<file path="src/rtl/my_sum_seq_pkg.sv">
// Shared definitions for the chunk-serial adder/subtractor: FSM states,
// counter sizing and the one-bit full-adder cell.
package my_sum_seq_pkg;

   typedef enum logic [1:0] {
      IDLE = 2'd0,
      RUN  = 2'd1,
      DONE = 2'd2
   } state_t;

   // The chunk counter needs at least one bit even when a single chunk covers the word.
   function automatic int cnt_width(input int n);
      return (n <= 1) ? 1 : $clog2(n);
   endfunction

   // Full-adder cell, returns {carry, sum}.
   function automatic logic [1:0] bitsum(input logic a, input logic b, input logic c);
      return {(a & b) | (a & c) | (b & c), a ^ b ^ c};
   endfunction

endpackage

</file>
<file path="src/rtl/my_sum_seq_if.sv">
// Request/result bundle of my_sum_seq; the requester is the master.
interface my_sum_seq_if #(
   parameter int WIDTH = 16
);
   logic             start;
   logic             sub;
   logic [WIDTH-1:0] Ain;
   logic [WIDTH-1:0] Bin;
   logic             Ci;
   logic             busy;
   logic             done;
   logic [WIDTH-1:0] Sout;
   logic             Co;
   logic             Ov;

   modport master (output start, sub, Ain, Bin, Ci,
                   input  busy, done, Sout, Co, Ov);
   modport slave  (input  start, sub, Ain, Bin, Ci,
                   output busy, done, Sout, Co, Ov);
endinterface

</file>
<file path="src/rtl/my_sum_seq_chunk.sv">
// CHUNK-bit combinational ripple adder built from full-adder cells; also
// exports the carry into its MSB so the caller can form signed overflow.
module my_sum_chunk
   import my_sum_seq_pkg::*;
#(
   parameter int CHUNK = 4
) (
   input  logic [CHUNK-1:0] Ain,
   input  logic [CHUNK-1:0] Bin,
   input  logic             Ci,
   output logic [CHUNK-1:0] Sout,
   output logic             Co,
   output logic             Cmsb
);

   logic [CHUNK:0] c;

   assign c[0] = Ci;

   for (genvar i = 0; i < CHUNK; i++) begin : g_cell
      assign {c[i+1], Sout[i]} = bitsum(Ain[i], Bin[i], c[i]);
   end

   assign Co   = c[CHUNK];
   assign Cmsb = c[CHUNK-1];

endmodule

</file>
<file path="src/rtl/my_sum_seq.sv">
// Chunk-serial adder/subtractor: captures operands on start, adds CHUNK bits
// per clock through one small ripple adder, then publishes Sout/Co/Ov with a done pulse.
module my_sum_seq
   import my_sum_seq_pkg::*;
#(
   parameter int WIDTH = 16,
   parameter int CHUNK = 4
) (
   input logic         clk,
   input logic         rst,
   my_sum_seq_if.slave bus
);

   localparam int N     = WIDTH / CHUNK;
   localparam int CNT_W = cnt_width(N);

   state_t           state;
   logic [WIDTH-1:0] a_r;
   logic [WIDTH-1:0] b_r;
   logic [WIDTH-1:0] acc;
   logic             carry;
   logic [CNT_W-1:0] cnt;

   logic [CHUNK-1:0] csum;
   logic             cout;
   logic             cmsb;
   logic [WIDTH-1:0] acc_next;
   logic             last;

   // Operands shift right each cycle so the adder always sees the low chunk.
   my_sum_chunk #(.CHUNK(CHUNK)) u_chunk (
      .Ain  (a_r[CHUNK-1:0]),
      .Bin  (b_r[CHUNK-1:0]),
      .Ci   (carry),
      .Sout (csum),
      .Co   (cout),
      .Cmsb (cmsb)
   );

   // Sum chunks enter at the top of acc, so after N steps chunk 0 sits at bit 0.
   assign acc_next = (acc >> CHUNK) | (WIDTH'(csum) << (WIDTH - CHUNK));
   assign last     = (cnt == CNT_W'(N - 1));

   // NOTE: all state here uses <= so every register sees pre-edge values;
   // a blocking = would let later statements observe already-updated state.
   always_ff @(posedge clk) begin
      if (rst) begin
         state    <= IDLE;
         a_r      <= '0;
         b_r      <= '0;
         acc      <= '0;
         carry    <= 1'b0;
         cnt      <= '0;
         bus.busy <= 1'b0;
         bus.done <= 1'b0;
         bus.Sout <= '0;
         bus.Co   <= 1'b0;
         bus.Ov   <= 1'b0;
      end else begin
         case (state)
            IDLE, DONE: begin
               bus.done <= 1'b0;
               if (bus.start) begin
                  // Subtract as A + ~B + 1.
                  a_r      <= bus.Ain;
                  b_r      <= bus.sub ? ~bus.Bin : bus.Bin;
                  carry    <= bus.sub | bus.Ci;
                  cnt      <= '0;
                  bus.busy <= 1'b1;
                  state    <= RUN;
               end else begin
                  state <= IDLE;
               end
            end
            RUN: begin
               a_r   <= a_r >> CHUNK;
               b_r   <= b_r >> CHUNK;
               acc   <= acc_next;
               carry <= cout;
               cnt   <= cnt + CNT_W'(1);
               if (last) begin
                  bus.Sout <= acc_next;
                  bus.Co   <= cout;
                  bus.Ov   <= cout ^ cmsb;
                  bus.busy <= 1'b0;
                  bus.done <= 1'b1;
                  state    <= DONE;
               end
            end
            default: begin
               bus.busy <= 1'b0;
               bus.done <= 1'b0;
               state    <= IDLE;
            end
         endcase
      end
   end

endmodule
</file>
<file path="src/flat_wrapper.sv">
// flat-port wrapper written by rule: the top's interface ports become plain ports
module my_sum_seq_flat import my_sum_seq_pkg::*;
#(
   parameter int WIDTH = 16,
   parameter int CHUNK = 4
)
  (clk, rst, bus_start, bus_sub, bus_Ain, bus_Bin, bus_Ci, bus_busy, bus_done, bus_Sout, bus_Co, bus_Ov);
  my_sum_seq_if #(.WIDTH(WIDTH)) bus_i ();
  input logic clk;
  input logic rst;
  input wire logic [$bits(bus_i.start)-1:0] bus_start;
  input wire logic [$bits(bus_i.sub)-1:0] bus_sub;
  input wire logic [$bits(bus_i.Ain)-1:0] bus_Ain;
  input wire logic [$bits(bus_i.Bin)-1:0] bus_Bin;
  input wire logic [$bits(bus_i.Ci)-1:0] bus_Ci;
  output wire logic [$bits(bus_i.busy)-1:0] bus_busy;
  output wire logic [$bits(bus_i.done)-1:0] bus_done;
  output wire logic [$bits(bus_i.Sout)-1:0] bus_Sout;
  output wire logic [$bits(bus_i.Co)-1:0] bus_Co;
  output wire logic [$bits(bus_i.Ov)-1:0] bus_Ov;
  assign bus_i.start = bus_start;
  assign bus_i.sub = bus_sub;
  assign bus_i.Ain = bus_Ain;
  assign bus_i.Bin = bus_Bin;
  assign bus_i.Ci = bus_Ci;
  assign bus_busy = bus_i.busy;
  assign bus_done = bus_i.done;
  assign bus_Sout = bus_i.Sout;
  assign bus_Co = bus_i.Co;
  assign bus_Ov = bus_i.Ov;
  my_sum_seq #(.WIDTH(WIDTH), .CHUNK(CHUNK)) u_core (.clk(clk), .rst(rst), .bus(bus_i));
endmodule
</file>
<file path="config.mk">
export PLATFORM = sky130hd
export DESIGN_NAME = my_sum_seq_flat
export DESIGN_NICKNAME = d
export VERILOG_FILES = /design/src/rtl/my_sum_seq_pkg.sv /design/src/rtl/my_sum_seq_if.sv /design/src/rtl/my_sum_seq_chunk.sv /design/src/rtl/my_sum_seq.sv /design/src/flat_wrapper.sv
export SDC_FILE = /design/constraint.sdc
export NUM_CORES = 1
export LEC_CHECK = 0
export ABC_AREA = 1
export ABC_CLOCK_PERIOD_IN_PS = 5490
export CORE_MARGIN = 10
export CORE_UTILIZATION = 32
export CTS_CLUSTER_SIZE = 12
export DETAILED_ROUTE_END_ITERATION = 12
export PLACE_DENSITY = 0.6
export SLEW_MARGIN = 25
export SYNTH_ARGS = -nofsm -noshare
export SYNTH_HDL_FRONTEND = slang
export SYNTH_SLANG_ARGS = --single-unit
</file>
<file path="constraint.sdc">
create_clock -name clk -period 5.49 [get_ports clk]
set_input_delay 0.549 -clock clk [delete_from_list [all_inputs] [get_ports clk]]
set_output_delay 0.549 -clock clk [all_outputs]
set_load 0.02 [all_outputs]
</file>
==> flow_summary.ini <==
[critical_path]
cp_max_fo = 25
reg2reg_slack_ns = 3.15
end_kind = flip-flop
start_kind = flip-flop
path_class = reg -> reg
reg2regPathDepth = 5
crit_required_ns = 5.72
worstPathArrival_ns = 2.57

[cells_and_area]
mostFrequentLayoutCell = nand2_1
layout_common_cells = nand2_1 (138), dfxtp_1 (69), clkdlybuf4s50_1 (56)
diodes = 0
layout-drive-gt1-share = 0.0507
final-instance-count-excl-fill = 604
syn2layout_area_growth_pct = 27.4
final_nets = 530
nFillCells = 998
design_area_mm2 = 0.00385

[sta]
setup_viol = 0
period_share = 0.427
tightestPinTransition_ns = 0.813
fin_tns_setup_ns = 0
hold_viol = 0
max-slew-margin-rel = 0.456
fmax_mhz = 427
fin_crit_ns = 2.34
fin_skew_ns = 0.00817
rsz0062_at_grt = false
final_max_slew_viol_count = 0

[grt]
antenna_found_initial = 0
grt_pass1_wl_um = 12100
grt-ovfl-total = 0
grt_max_degree = 45
first_global_vias = 2603
grt_util_all_layers = 0.112

[clocking]
cts_tree = done
cts.repair.resized = 0
clk_pin_slew_worst_paths_ns = 0.08
cts-root-buf = clkbuf_8
htreeDepth = 3
cts_hold_buf = 0
clock_latency_ns = 0.35
cts_setup_buffers = 0
cts_sinks = 69
cts_max_path_buffers = 2
cts-buffers-inserted = 9

[place]
gp_congestion = 0.756
place.detailed.hpwl_um = 5020
placed_cell_area_mm2 = 0.00363
place_inst = 588
portBuffers = 56

[power]
sequentialPowerShare = 0.473
ir_drop_v = 0.000137
power.density_mw_per_mm2 = 300
power_frac_comb = 0.126
p_sw_frac = 0.265
p_leak_uw = 0.00178
power.internal_uw = 848
clkPwrFrac = 0.401
switchingPower_uw = 306

[synthesis]
ys_ff_latch = 69
netlist_instances = 443
synth-async-reset-ratio = 0
synthDistinctLibCells = 20
syn_nets = 485
synth-seq-area-share = 0.457
yosysWarnings = 0
avgSynthCellArea_um2 = 6.82
synthFlopType = dfxtp_1
syn-cell-area_mm2 = 0.00302
synth_edf_count = 0

[die]
ios = 57
start_util = 0.329
die_height_um = 117
die-width_um = 117
row_count = 35
die-area_mm2 = 0.0137
coreArea_mm2 = 0.00920

[worst_hold_path]
holdPathStages = 2
worstHoldPathType = reg -> reg

[detailed_routing]
vias = 2759
drt-initial-drc-count = 219
wirelength_um = 7410
firstDrtPassIters = 5
wl_per_cell_um = 12.3
viasPerCell = 4.57
ant_nets = 0
post-route-drc-count = 0

[outcome]
status = completed

[job]
drv_cap = 0
[power by group through the flow]
stage / Combinational, uW / Clock, uW / Sequential (uW)
finish: 145 / 463 / 545
global route: 168 / 493 / 549
CTS: 147 / 474 / 545
detailed placement: 146 / 0 / 557
global placement: 145 / 0 / 556
floorplan: 97.0 / 0 / 554
[kinds of logic (layout without fill, tap and decap cells)]
| logic type | after synthesis | after routing | share of synthesized area |
|---|---|---|---|
| adders and majority gates | 5 | 5 | 0.0306 |
| and+or+nand+nor | 236 | 236 | 0.315 |
| xor gates and xnor gates | 2 | 2 | 0.00580 |
| buffers and inverters | 79 | 129 | 0.106 |
| DFF | 69 | 69 | 0.457 |
| AOI/OAI and AO/OA | 52 | 52 | 0.0861 |
[final timing paths]
| kind | to | start |
|---|---|---|
| setup reg to reg | u_core.bus.Co | u_core.state[0] |
| hold / removal | u_core.b_r[13] | u_core.b_r[13] |
| setup / recovery | u_core.bus.Co | u_core.state[0] |
| hold reg to reg | u_core.b_r[13] | u_core.b_r[13] |
[critical path, cell delays in order (launching register included)]
cell	delay [ns]
dfxtp_1	0.40
nand2_1	0.51
nor2_1	0.76
inv_2	0.30
nand3_1	0.14
o21ai_0	0.10
[flip-flops by register name, indices dropped and copies added (netlist names)]
register         cells
u_core.carry         1
u_core.bus.done      1
u_core.cnt           2
u_core.acc          12
u_core.bus.Ov        1
u_core.state         2
u_core.bus.Sout     16
u_core.bus.Co        1
u_core.b_r          16
u_core.bus.busy      1
u_core.a_r          16
[per-stage QoR]
stage	power (uW)	setup WS [ns]	utilization	hold WS (ns)
floorplan	651	3.44	-	0.429
global placement	701	3.01	0.394	0.444
detailed placement	703	3.00	0.395	0.452
CTS	1170	3.14	0.419	0.465
global route	1210	2.85	0.419	0.484
finish	1150	3.15	0.419	0.461
[layout make-up]
cell class / instances / area [um^2] / share of cell area
sequential: 69 / 1380 / 0.359
multi-input combinational: 295 / 1330 / 0.344
timing repair buffer: 58 / 576 / 0.149
inverter: 55 / 206 / 0.0536
tap: 111 / 139 / 0.0361
clock buffer: 9 / 124 / 0.0322
clock inverter: 7 / 97.6 / 0.0253
[routing by layer]
| layer | track usage | share of wire |
|---|---|---|
| met5 | 0 | 0 |
| met4 | 0.0437 | 0.015 |
| met3 | 0.0408 | 0.072 |
| met2 | 0.187 | 0.46 |
| met1 | 0.127 | 0.45 |
[synthesized netlist by cell type, types with 2 or more instances]
cell type	instances	area [um^2]
nand3_1	44	220
buf_2	12	60.1
a21oi_1	27	135
buf_4	2	15.0
inv_2	4	15.0
inv_1	50	188
buf_1	2	7.51
clkbuf_1	8	30.0
fa_1	4	80.1
xor2_1	2	17.5
o21ai_0	24	120
nor3_1	2	10.0
nand2_1	138	518
dfxtp_1	69	1380
nor2_2	2	12.5
nor2_1	49	184
No activity file was read; power rests on OpenSTA's default activity.
